**config.mk**
```make
export PLATFORM = sky130hd
export DESIGN_NAME = subckt_bist_ctrl
export DESIGN_NICKNAME = d
export VERILOG_FILES = /design/src/rtl/subckt_bist_pkg.sv /design/src/rtl/subckt_bist_ctrl_shift16.sv /design/src/rtl/subckt_bist_ctrl.sv
export SDC_FILE = /design/constraint.sdc
export NUM_CORES = 1
export LEC_CHECK = 0
export ABC_AREA = 1
export CAP_MARGIN = 20
export CORE_MARGIN = 3
export CORE_UTILIZATION = 58
export DETAILED_ROUTE_END_ITERATION = 8
export MAX_ROUTING_LAYER = met4
export PLACE_DENSITY = 0.84
export SYNTH_ARGS = -nofsm -noshare
export SYNTH_HDL_FRONTEND = slang
export SYNTH_SLANG_ARGS = --single-unit
```
**constraint.sdc**
```tcl
create_clock -name I1470_clk -period 3.1 [get_ports I1470_clk]
set_clock_uncertainty 0.05 [all_clocks]
set_input_delay 0.465 -clock I1470_clk [delete_from_list [all_inputs] [get_ports I1470_clk]]
set_output_delay 0.465 -clock I1470_clk [all_outputs]
set_load 0.05 [all_outputs]
```
**src/rtl/subckt_bist_pkg.sv**
```systemverilog
// Shared definitions for the subcircuit BIST controller.
// Contents: sequencer state encoding, signature width, and the
//           feedback polynomial taps shared by the generator and the MISR.
package subckt_bist_pkg;

  localparam int SIG_W = 16;

  // x^16 + x^14 + x^13 + x^11 + 1, expressed as the register bits XORed
  // into the feedback: 15, 13, 12 and 10.
  localparam logic [SIG_W-1:0] POLY_TAPS = 16'hB400;

  typedef enum logic [2:0] {
    ST_IDLE    = 3'd0,
    ST_FLUSH   = 3'd1,
    ST_APPLY   = 3'd2,
    ST_DRAIN   = 3'd3,
    ST_COMPARE = 3'd4,
    ST_DONE    = 3'd5
  } bist_state_t;

  // One feedback bit: parity of the tapped register bits.
  function automatic logic poly_feedback(input logic [SIG_W-1:0] v);
    return ^(v & POLY_TAPS);
  endfunction

endpackage

```
**src/rtl/subckt_bist_ctrl_shift16.sv**
```systemverilog
// 16-bit left-shifting feedback register used as pattern generator or MISR.
// Ports: clk; load/load_val (synchronous load, has priority); en (step);
//        in_bit (XORed into bit 0 on each step); q (register contents).
module bist_shift16
  import subckt_bist_pkg::*;
(
  input  logic             clk,
  input  logic             load,
  input  logic [SIG_W-1:0] load_val,
  input  logic             en,
  input  logic             in_bit,
  output logic [SIG_W-1:0] q
);

  always_ff @(posedge clk) begin
    if (load) begin
      q <= load_val;
    end else if (en) begin
      q <= {q[SIG_W-2:0], poly_feedback(q)} ^ {{(SIG_W-1){1'b0}}, in_bit};
    end
  end

endmodule

```
**src/rtl/subckt_bist_ctrl.sv**
```systemverilog
// BIST sequencer for one clocked subcircuit: resets it, drives LFSR patterns,
// compacts its output into a MISR (latency-aligned), and checks the signature.
// Ports: I1470_clk/I1477_rst (sync active-high); start/abort control;
//        dut_out observed; dut_in/dut_rst_n drive the subcircuit;
//        busy/done/pass/signature/pat_cnt report status.
module subckt_bist_ctrl
  import subckt_bist_pkg::*;
#(
  parameter int               N_IN       = 5,
  parameter int               N_PATTERNS = 64,
  parameter int               LAT        = 2,
  parameter logic [SIG_W-1:0] LFSR_SEED  = 16'hACE1,
  parameter logic [SIG_W-1:0] GOLDEN_SIG = 16'h0000
) (
  input  logic                                I1470_clk,
  input  logic                                I1477_rst,
  input  logic                                start,
  input  logic                                abort,
  input  logic                                dut_out,
  output logic [N_IN-1:0]                     dut_in,
  output logic                                dut_rst_n,
  output logic                                busy,
  output logic                                done,
  output logic                                pass,
  output logic [SIG_W-1:0]                    signature,
  output logic [$clog2(N_PATTERNS+1)-1:0]     pat_cnt
);

  localparam int PCW = $clog2(N_PATTERNS + 1);

  // Reject parameter sets the schedule cannot honour.
  if (N_PATTERNS <= LAT) begin : g_bad_npat
    $error("subckt_bist_ctrl: N_PATTERNS must exceed LAT");
  end
  if (LAT < 1 || LAT > 8) begin : g_bad_lat
    $error("subckt_bist_ctrl: LAT must be 1..8");
  end
  if (N_IN < 1 || N_IN > 16) begin : g_bad_nin
    $error("subckt_bist_ctrl: N_IN must be 1..16");
  end
  if (LFSR_SEED == '0) begin : g_bad_seed
    $error("subckt_bist_ctrl: LFSR_SEED must be nonzero");
  end

  bist_state_t      state, state_nxt;
  logic [SIG_W-1:0] lfsr;
  logic [SIG_W-1:0] misr;
  logic [3:0]       drain_cnt;
  logic             last_pat;
  logic             last_drain;
  logic             cap_en;
  logic             launch;
  logic             unused_lfsr;

  // ---------------------------------------------------------------------
  // FSM
  // ---------------------------------------------------------------------
  always_ff @(posedge I1470_clk) begin
    if (I1477_rst) begin
      state <= ST_IDLE;
    end else begin
      state <= state_nxt;
    end
  end

  // abort beats start in IDLE, so a simultaneous pair never launches.
  assign launch     = start && !abort;
  assign last_pat   = (pat_cnt == PCW'(N_PATTERNS - 1));
  assign last_drain = (drain_cnt == 4'(LAT - 1));

  always_comb begin
    state_nxt = state;
    case (state)
      ST_IDLE:    if (launch) state_nxt = ST_FLUSH;
      ST_FLUSH:   state_nxt = abort ? ST_IDLE : ST_APPLY;
      ST_APPLY: begin
        if (abort)         state_nxt = ST_IDLE;
        else if (last_pat) state_nxt = ST_DRAIN;
      end
      ST_DRAIN: begin
        if (abort)           state_nxt = ST_IDLE;
        else if (last_drain) state_nxt = ST_COMPARE;
      end
      ST_COMPARE: state_nxt = abort ? ST_IDLE : ST_DONE;
      ST_DONE:    state_nxt = ST_IDLE;
      default:    state_nxt = ST_IDLE;
    endcase
  end

  // ---------------------------------------------------------------------
  // Status outputs decoded from state
  // ---------------------------------------------------------------------
  assign busy      = (state == ST_FLUSH) || (state == ST_APPLY) ||
                     (state == ST_DRAIN) || (state == ST_COMPARE);
  assign done      = (state == ST_DONE);
  // Subcircuit leaves reset on the very cycle pattern 0 is presented.
  assign dut_rst_n = (state == ST_APPLY) || (state == ST_DRAIN) ||
                     (state == ST_COMPARE);
  assign dut_in    = (state == ST_APPLY) ? lfsr[N_IN-1:0] : '0;

  // pat_cnt is the index of the pattern on dut_in during APPLY; the first
  // LAT responses are still in the subcircuit pipeline, so capture starts
  // at index LAT and DRAIN collects the last LAT responses.
  assign cap_en = ((state == ST_APPLY) && (pat_cnt >= PCW'(LAT))) ||
                  (state == ST_DRAIN);

  // ---------------------------------------------------------------------
  // Counters and result registers
  // ---------------------------------------------------------------------
  always_ff @(posedge I1470_clk) begin
    if (I1477_rst) begin
      pat_cnt   <= '0;
      drain_cnt <= '0;
      pass      <= 1'b0;
      signature <= '0;
    end else begin
      case (state)
        ST_IDLE: begin
          if (launch) begin
            pass      <= 1'b0;
            signature <= '0;
          end
        end
        ST_FLUSH: begin
          pat_cnt   <= '0;
          drain_cnt <= '0;
        end
        ST_APPLY:   pat_cnt   <= pat_cnt + 1'b1;
        ST_DRAIN:   drain_cnt <= drain_cnt + 1'b1;
        ST_COMPARE: begin
          signature <= misr;
          pass      <= (misr == GOLDEN_SIG);
        end
        default: ;
      endcase
      // A cancelled run leaves no result behind, including from COMPARE.
      if (abort && busy) begin
        pass      <= 1'b0;
        signature <= '0;
      end
    end
  end

  // ---------------------------------------------------------------------
  // Pattern generator and signature compactor
  // ---------------------------------------------------------------------
  bist_shift16 u_gen (
    .clk      (I1470_clk),
    .load     (I1477_rst || (state == ST_FLUSH)),
    .load_val (LFSR_SEED),
    .en       (state == ST_APPLY),
    .in_bit   (1'b0),
    .q        (lfsr)
  );

  bist_shift16 u_misr (
    .clk      (I1470_clk),
    .load     (I1477_rst || (state == ST_FLUSH)),
    .load_val ({SIG_W{1'b0}}),
    .en       (cap_en),
    .in_bit   (dut_out),
    .q        (misr)
  );

  // Generator bits above N_IN only matter to the shifter's own feedback.
  assign unused_lfsr = ^lfsr;

endmodule

```
==> results of run 1 <==
[power by group through the flow]
stage | clock [mW] | combinational (mW) | sequential, mW
after CTS | 0.716 | 0.764 | 1.01
after global placement | 0 | 0.735 | 1.02
after floorplan | 0 | 0.610 | 1.02
after global routing | 0.749 | 0.850 | 1.03
final | 0.710 | 0.760 | 1.01
after detailed placement | 0 | 0.755 | 1.03
[worst reg2reg max path: stages (launching register included)]
cell and delay, ns:
dfxtp_1 0.43, inv_1 0.07, ha_1 0.21, nor3_1 0.13, nand3_1 0.15, nand2_4 0.19, inv_2 0.15, nor2_1 0.15
nor2_1 0.07
[per-stage QoR]
step                      cells  worst slack, ns
after floorplan             349            0.948
after global placement      427            0.837
after detailed placement    427            0.790
after CTS                   442            0.440
after global routing        442            0.332
final                       442            0.441
[cell type report]
cell class                      count  area share [%]
Inverter                           34            4.08
Clock buffer                       12            4.78
Tap cell                           52            2.00
Clock inverter                      3            1.31
Multi-Input combinational cell    241            37.7
Timing Repair Buffer               37            11.3
Sequential cell                    63            38.8
[placed cells by master (no fill, tap or decap)]
master           Yosys  layout
o21ai_2              1       1
or2_2                1       1
xnor2_1              2       2
nand3_2              2       2
a22oi_1             16      16
dfxtp_1             63      63
inv_4                2       2
nor2_2               1       1
nand3_1             16      16
bufinv_16            0       1
clkbuf_8             0      11
clkdlybuf4s50_1      0      36
nand2_4              3       3
nand3_4              2       2
clkinv_2             0       1
nand2_2              3       3
xor2_1               3       3
nor3_1               4       4
nor2_4               1       1
a21oi_1             23      23
nor2_1              69      69
nand2_1             58      58
a211oi_1             1       1
clkbuf_1             0       1
o21ai_1              1       1
nand3b_1             1       1
o21ai_0             26      26
a2bb2oi_1            1       1
clkinv_1             1       1
ha_1                 5       5
clkinvlp_4           0       1
inv_2                6       6
nand4_1              1       1
inv_1               25      25
buf_4                4       1
[logic make-up after synthesis]
logic type	after synthesis
AOI/OAI and AO/OA	69
adders and majority gates	5
xor gates and xnor gates	5
buffers and inverters	45
DFF	63
and+or+nand+nor	162
[routing by layer]
layer / track usage [%] / routed length (um) / up-vias
met4: 10.3 / 95 / 0
li1: - / - / 1204
met3: 4.19 / 214 / 10
met5: - / 0 / -
met1: 29.1 / 2670 / 1108
met2: 34.5 / 2660 / 47
[how the worst min path moves through the flow]
| stage | to | slack [ns] | start | cells past startpoint |
|---|---|---|---|---|
| after global routing | u_gen.q[9]$_SDFFE_PP0N_ | 0.44 | u_gen.q[9]$_SDFFE_PP0N_ | 2 |
| after CTS | u_gen.q[9]$_SDFFE_PP0N_ | 0.41 | u_gen.q[9]$_SDFFE_PP0N_ | 2 |
| after global placement | u_gen.q[9]$_SDFFE_PP0N_ | 0.39 | u_gen.q[9]$_SDFFE_PP0N_ | 2 |
| after detailed placement | u_gen.q[9]$_SDFFE_PP0N_ | 0.40 | u_gen.q[9]$_SDFFE_PP0N_ | 2 |
| after floorplan | u_gen.q[9]$_SDFFE_PP0N_ | 0.37 | u_gen.q[9]$_SDFFE_PP0N_ | 2 |
| final | u_gen.q[9]$_SDFFE_PP0N_ | 0.41 | u_gen.q[9]$_SDFFE_PP0N_ | 2 |
[registers in the layout (all words and copies together) (netlist names)]
signal     cells
u_misr.q      16
pass           1
signature     16
drain_cnt      4
pat_cnt        7
state          3
u_gen.q       16
==> summary.txt, run 1 <==
Floorplanning
  • Floorplan core area: 0.00444 mm2
  • Starting Density: between 60% and 70%
  • Die footprint: roughly 0.0055 mm2
  • Num rows: 24
  • I/O pins: 37
  • Die Y: around 74 um
  • Die width: about 74 um

Layout
  • Layout Nets: roughly 400
  • Post-layout util: 73.1%
  • Filler cells: 358
  • Ant diodes: 0
  • Final Cell Area: 0.00325 mm2
  • Register Area: ~0.0013 mm2
  • Layout overhead on the synthesized area: 19.7%
  • Multi-input logic area: between 0.001 and 0.0015 mm2
  • Share of layout cells above drive strength 1: 9.49%

STA
  • Final Max Slew Viols: 0
  • Minimum clock period: 2.66 ns
  • Worst-margin pin slew: 0.728 ns
  • Final hold violations: 0
  • Final Cycle Share: between 80% and 90%
  • Final Setup Violations: 0
  • Worst slew margin: between 50% and 60%
  • Fin Setup TNS: 0 ns
  • RSZ-0062 raised after global routing: no
  • Fmax achieved: between 300 and 400 MHz
  • Hold slack: ~0.4 ns

Synthesis
  • Post-Synth Simple-Gate Area: a little over a quarter
  • Sequential area share after synthesis: 46.5%
  • Synth Register Bits: 63
  • Largest family of logic cells by synthesized area: simple AND/OR/NAND/NOR gates
  • Post-Synthesis Cell Area: ~0.0027 mm2
  • XOR/XNOR Fraction of Synth Area: 1.61%
  • Mean Syn Cell Area: 7.78 um2
  • Ys Warns: 0
  • Compound-Gate Fraction of Synth Area: 14.6%
  • Post-synth top cells: nor2_1, dfxtp_1, nand2_1, o21ai_0, inv_1
  • Number of synthesized flops with an enable pin: 0
  • Mux cell area share after synthesis: 0%
  • Synth unique cells: 31
  • Synth Area in Adders: between 2 and 2.5%
  • Syn nets: around 360
  • Synth area leader: dfxtp_1
  • Yosys top cell area share: between 40% and 50%
  • Synth async-reset ratio: 0%
  • Top post-synthesis cells by area: dfxtp_1, nor2_1, nand2_1
  • Post-synth top flop: dfxtp_1
  • Mapped Cells: ~350
  • Most common cell in the netlist: nor2_1

Flow run
  • Max Cap Viol: 0

CTS
  • Clock root buffer: clkbuf_8
  • Post_cts resized: 0
  • Post-CTS Repair Setup Buffers: 0
  • Clk pin slew, worst setup/hold paths: 0.06 ns
  • Clk sinks: 63
  • Worst-case clock buffer depth: 2
  • CTS tree: built
  • Cts bufs inserted: 9
  • Cts hold-fix bufs: 0
  • H-tree depth: 3
  • Worst-Skew Late Latency: about 0.33 ns

Setup path
  • Critical R2R Capture: u_misr.q[14]$_SDFFE_PP0P_
  • CP startpoint: state[2]$_SDFFE_PP0P_
  • Kind of critical path: flip-flop to output port
  • Crit path capture type: output port
  • R2R setup slack: around 1.4 ns
  • Largest delay share family, worst path: buffers and inverters
  • CP Depth: 6
  • Worst r2r path cells: 8
  • Worst r2r src: pat_cnt[0]$_SDFFE_PP0P_
  • CP Cell Sequence: inv_4 > nand3_2 > inv_2 > nand2_1 > inv_1 > clkdlybuf4s50_1
  • Crit path buffers/inverters: 4
  • Required time of the critical path: between 2 and 3 ns
  • Arr. time, crit path: ~2.1 ns
  • Startpoint Class: flip-flop
  • CP peak stage delay: a little under 0.8 ns
  • Critical-path maximum fanout: 16
  • CP endpoint: dut_in[0]
  • Slowest CP cell: clkdlybuf4s50_1

Power and ir drop
  • Sw power: between 0.9 and 1 mW
  • Reg power frac: between 40% and 50%
  • Gate power share: a little under a third
  • Sw Ratio: 36.7%
  • Internal: 1.57 mW
  • Tot Pwr: approximately 2.5 mW
  • Clk pwr share: approximately 29%
  • Worst vdd ir: 542 uV
  • Power per standard cell area: 764 mW/mm2
  • Static leakage: 1.31 nW

Global routing
  • Congestion Overflow GR: 0
  • Initial antenna violation count: 0
  • Largest net degree at the start of global routing: 26
  • GRT Overall Usage: 22.6%
  • First-pass GRT wire length: ~9400 um
  • Vias in the first global route: between 2000 and 2500

Route
  • ANT nets after route: 0
  • Vias: between 2000 and 2500
  • Avg Vias per Cell: around 5.4
  • DRC errors left: 0
  • Initial drt markers: 150
  • Total Routed Length: around 5600 um
  • 1st-pass router iterations: 4
  • Drt wl/cell: about 13 um

Placed design
  • Post-DP Area: approximately 0.003 mm2
  • Final Wtd Congestion: ~0.87
  • DPL Wire Length: around 4000 um
  • PortBufs: 36

Outcome
  • Status: completed

Min path
  • Worst hold path class: flip-flop to flip-flop
Note: power is estimated with default switching activity, not from simulation.
==> inputs of run 2 (changes only) <==
--- a/config.mk
+++ b/config.mk
@@ -8,10 +8,11 @@
 export ABC_AREA = 1
 export CAP_MARGIN = 20
 export CORE_MARGIN = 3
-export CORE_UTILIZATION = 58
+export CORE_UTILIZATION = 50
+export CTS_CLUSTER_SIZE = 16
 export DETAILED_ROUTE_END_ITERATION = 8
 export MAX_ROUTING_LAYER = met4
-export PLACE_DENSITY = 0.84
+export PLACE_DENSITY = 0.74
 export SYNTH_ARGS = -nofsm -noshare
 export SYNTH_HDL_FRONTEND = slang
 export SYNTH_SLANG_ARGS = --single-unit
==> summary.txt, run 2 (same netlist as run 1, synthesis figures left out) <==
Layout
  • Final Cell Area: 0.00326 mm2 (+0.27%)
  • Share of layout cells above drive strength 1: 9.97% (+0.49 points)
  • Ant diodes: 0 (unchanged)
  • Top flop regs: signature x16, u_gen.q x16, u_misr.q x16
  • Multi-input logic area: 0.00122 mm2 (unchanged)
  • Most common cell after layout, fill and taps aside: nor2_1
  • Layout Nets: 396 (unchanged)
  • Layout overhead on the synthesized area: 20.0%
  • Filler cells: 463 (+29%)
  • Register Area: 0.00126 mm2 (unchanged)
  • Commonest non-fill, non-tap cells in the layout: nor2_1, dfxtp_1, nand2_1

Outcome
  • Status: completed

Global routing
  • Congestion Overflow GR: 0 (unchanged)
  • Initial antenna violation count: 0 (unchanged)
  • First-pass GRT wire length: 9750 um (+3.8%)
  • Vias in the first global route: 2148 (unchanged)
  • GRT Overall Usage: 20.2% (-2.4 points)
  • Largest net degree at the start of global routing: 26 (unchanged)

Placed design
  • Post-DP Area: 0.00307 mm2 (+0.74%)
  • PortBufs: 36 (unchanged)
  • DPL Wire Length: 3780 um (-2.8%)
  • Final Wtd Congestion: 0.819 (-5.8%)

Power and ir drop
  • Reg power frac: 41.8% (+1.0 points)
  • Sw power: 0.924 mW (+1.4%)
  • Gate power share: 31.2% (+0.6 points)
  • Clk pwr share: 27.0% (-1.6 points)
  • Worst vdd ir: 439 uV (-19%)
  • Sw Ratio: 38.3% (+1.5 points)
  • Static leakage: 1.30 nW (-0.85%)
  • Internal: 1.49 mW (-5.1%)
  • Power per standard cell area: 741 mW/mm2 (-3.0%)

CTS
  • Cts bufs inserted: 9 (unchanged)
  • Worst-Skew Late Latency: 0.34 ns (about the same)
  • Cts hold-fix bufs: 0 (unchanged)
  • Clk pin slew, worst setup/hold paths: 0.07 ns (about the same)
  • Clock root buffer: clkbuf_8
  • H-tree depth: 3 (unchanged)
  • Post_cts resized: 0 (unchanged)
  • Post-CTS Repair Setup Buffers: 0 (unchanged)
  • Worst-case clock buffer depth: 2 (unchanged)
  • CTS tree: built
  • Clk sinks: 63 (unchanged)

Route
  • Vias: 2368 (-0.042%)
  • ANT nets after route: 0 (unchanged)
  • Drt wl/cell: 12.3 um (-3.6%)
  • Avg Vias per Cell: 5.14 (-4.2%)
  • Initial drt markers: 124 (-17%)
  • 1st-pass router iterations: 4 (unchanged)
  • DRC errors left: 0 (unchanged)
  • Total Routed Length: 5670 um (+0.57%)

Setup path
  • CP peak stage delay: 0.79 ns (about the same)
  • Required time of the critical path: 2.58 ns (about the same)
  • Worst r2r path cells: 8 (unchanged)
  • Slowest CP cell: clkdlybuf4s50_1
  • Arr. time, crit path: 2.17 ns (+0.03 ns)
  • Worst r2r src: pat_cnt[0]$_SDFFE_PP0P_
  • R2R setup slack: 1.42 ns (+0.03 ns)
  • Critical R2R Capture: u_misr.q[3]$_SDFFE_PP0P_
  • Crit path buffers/inverters: 3 (-1)
  • Critical-path maximum fanout: 16 (unchanged)
  • Kind of critical path: flip-flop to output port
  • Largest delay share family, worst path: buffers and inverters
  • Startpoint Class: flip-flop
  • CP Cell Sequence: nand3_2 > inv_2 > nand2_1 > inv_1 > clkdlybuf4s50_1
  • Crit path capture type: output port

Floorplanning
  • Die footprint: 0.00635 mm2 (+15%)
  • Num rows: 26 (+8.3%)
  • Floorplan core area: 0.00517 mm2 (+16%)
  • Starting Density: 52.5% (-8.6 points)
  • Die width: 79.7 um (+7.1%)
  • I/O pins: 37 (unchanged)
  • Die Y: 79.7 um (+7.1%)

STA
  • Fmax achieved: 373 MHz (-0.87%)
  • Final hold violations: 0 (unchanged)
  • Final Setup Violations: 0 (unchanged)
  • Fin Setup TNS: 0 ns (unchanged)
  • Worst-margin pin slew: 0.770 ns (+0.0420 ns)
  • Final Cycle Share: 86.5% (+0.76 points)
  • Final Max Slew Viols: 0 (unchanged)
  • Minimum clock period: 2.68 ns (+0.0234 ns)
  • Worst slew margin: 48.7% (-2.8 points)
  • RSZ-0062 raised after global routing: no

Min path
  • Hold path cells: 2 (unchanged)
  • Worst Hold Launch: u_gen.q[9]$_SDFFE_PP0N_
  • Worst hold path class: flip-flop to flip-flop
  • Hold Path Sink: u_gen.q[9]$_SDFFE_PP0N_

Flow run
  • Max Cap Viol: 0 (unchanged)
## run 2: cell count changes in the layout (fill, tap and decap cells not counted)
cell        change
clkinvlp_4      +2
clkbuf_1        -1
clkinv_2        +1
bufinv_16       -1
## run 2: how the worst max path moves through the flow
stage	startpoint	to	slack [ns]	depth (start not counted)
after CTS	state[1]$_SDFFE_PP0P_	dut_in[3]	0.40	5
final	state[1]$_SDFFE_PP0P_	dut_in[0]	0.42	5
after detailed placement	state[2]$_SDFFE_PP0P_	dut_in[3]	0.78	6
after floorplan	state[0]$_SDFFE_PP0P_	done	0.95	2
after global placement	state[2]$_SDFFE_PP0P_	dut_in[1]	0.82	6
after global routing	state[2]$_SDFFE_PP0P_	dut_in[3]	0.27	6
## run 2: through the flow
stage               hold slack (ns)  worst slack, ns  total power [mW]  instances  utilization, %
global route                  0.434            0.268              2.57        461            63.0
detailed placement            0.405            0.777              1.78        445            59.4
floorplan                     0.374            0.948              1.63        349               -
finish                        0.408            0.418              2.41        461            63.0
global placement              0.395            0.823              1.76        445            59.4
CTS                           0.415            0.398              2.43        461            63.0
## run 2: power by group through the flow
stage	Sequential, mW	Combinational, mW	Clock [mW]
2_1_floorplan	1.02	0.610	0
4_1_cts	1.01	0.759	0.663
3_5_place_dp	1.03	0.752	0
3_3_place_gp	1.02	0.743	0
6_report	1.01	0.754	0.651
5_1_grt	1.03	0.848	0.700
## run 2: final cells by class
cell class                 instances  share of cell area, %
inverter                          34                   4.07
timing repair buffer              37                   11.3
multi-input combinational        241                   37.6
tap                               70                   2.69
clock buffer                      11                   4.65
clock inverter                     5                  0.999
sequential                        63                   38.7
## run 2: tightest hold or removal path, cell delays in order (launching register included)
cell     delay (ns)
dfxtp_1        0.30
inv_1          0.06
a21oi_1        0.05
## run 2: per-layer routing
metal / track usage (%) / vias up / share of wire, %
met2: 30.6 / 50 / 46
met1: 25.5 / 1101 / 47
met3: 5.08 / 7 / 5.6
li1: - / 1210 / -
met5: - / - / 0
met4: 8.76 / 0 / 1.3
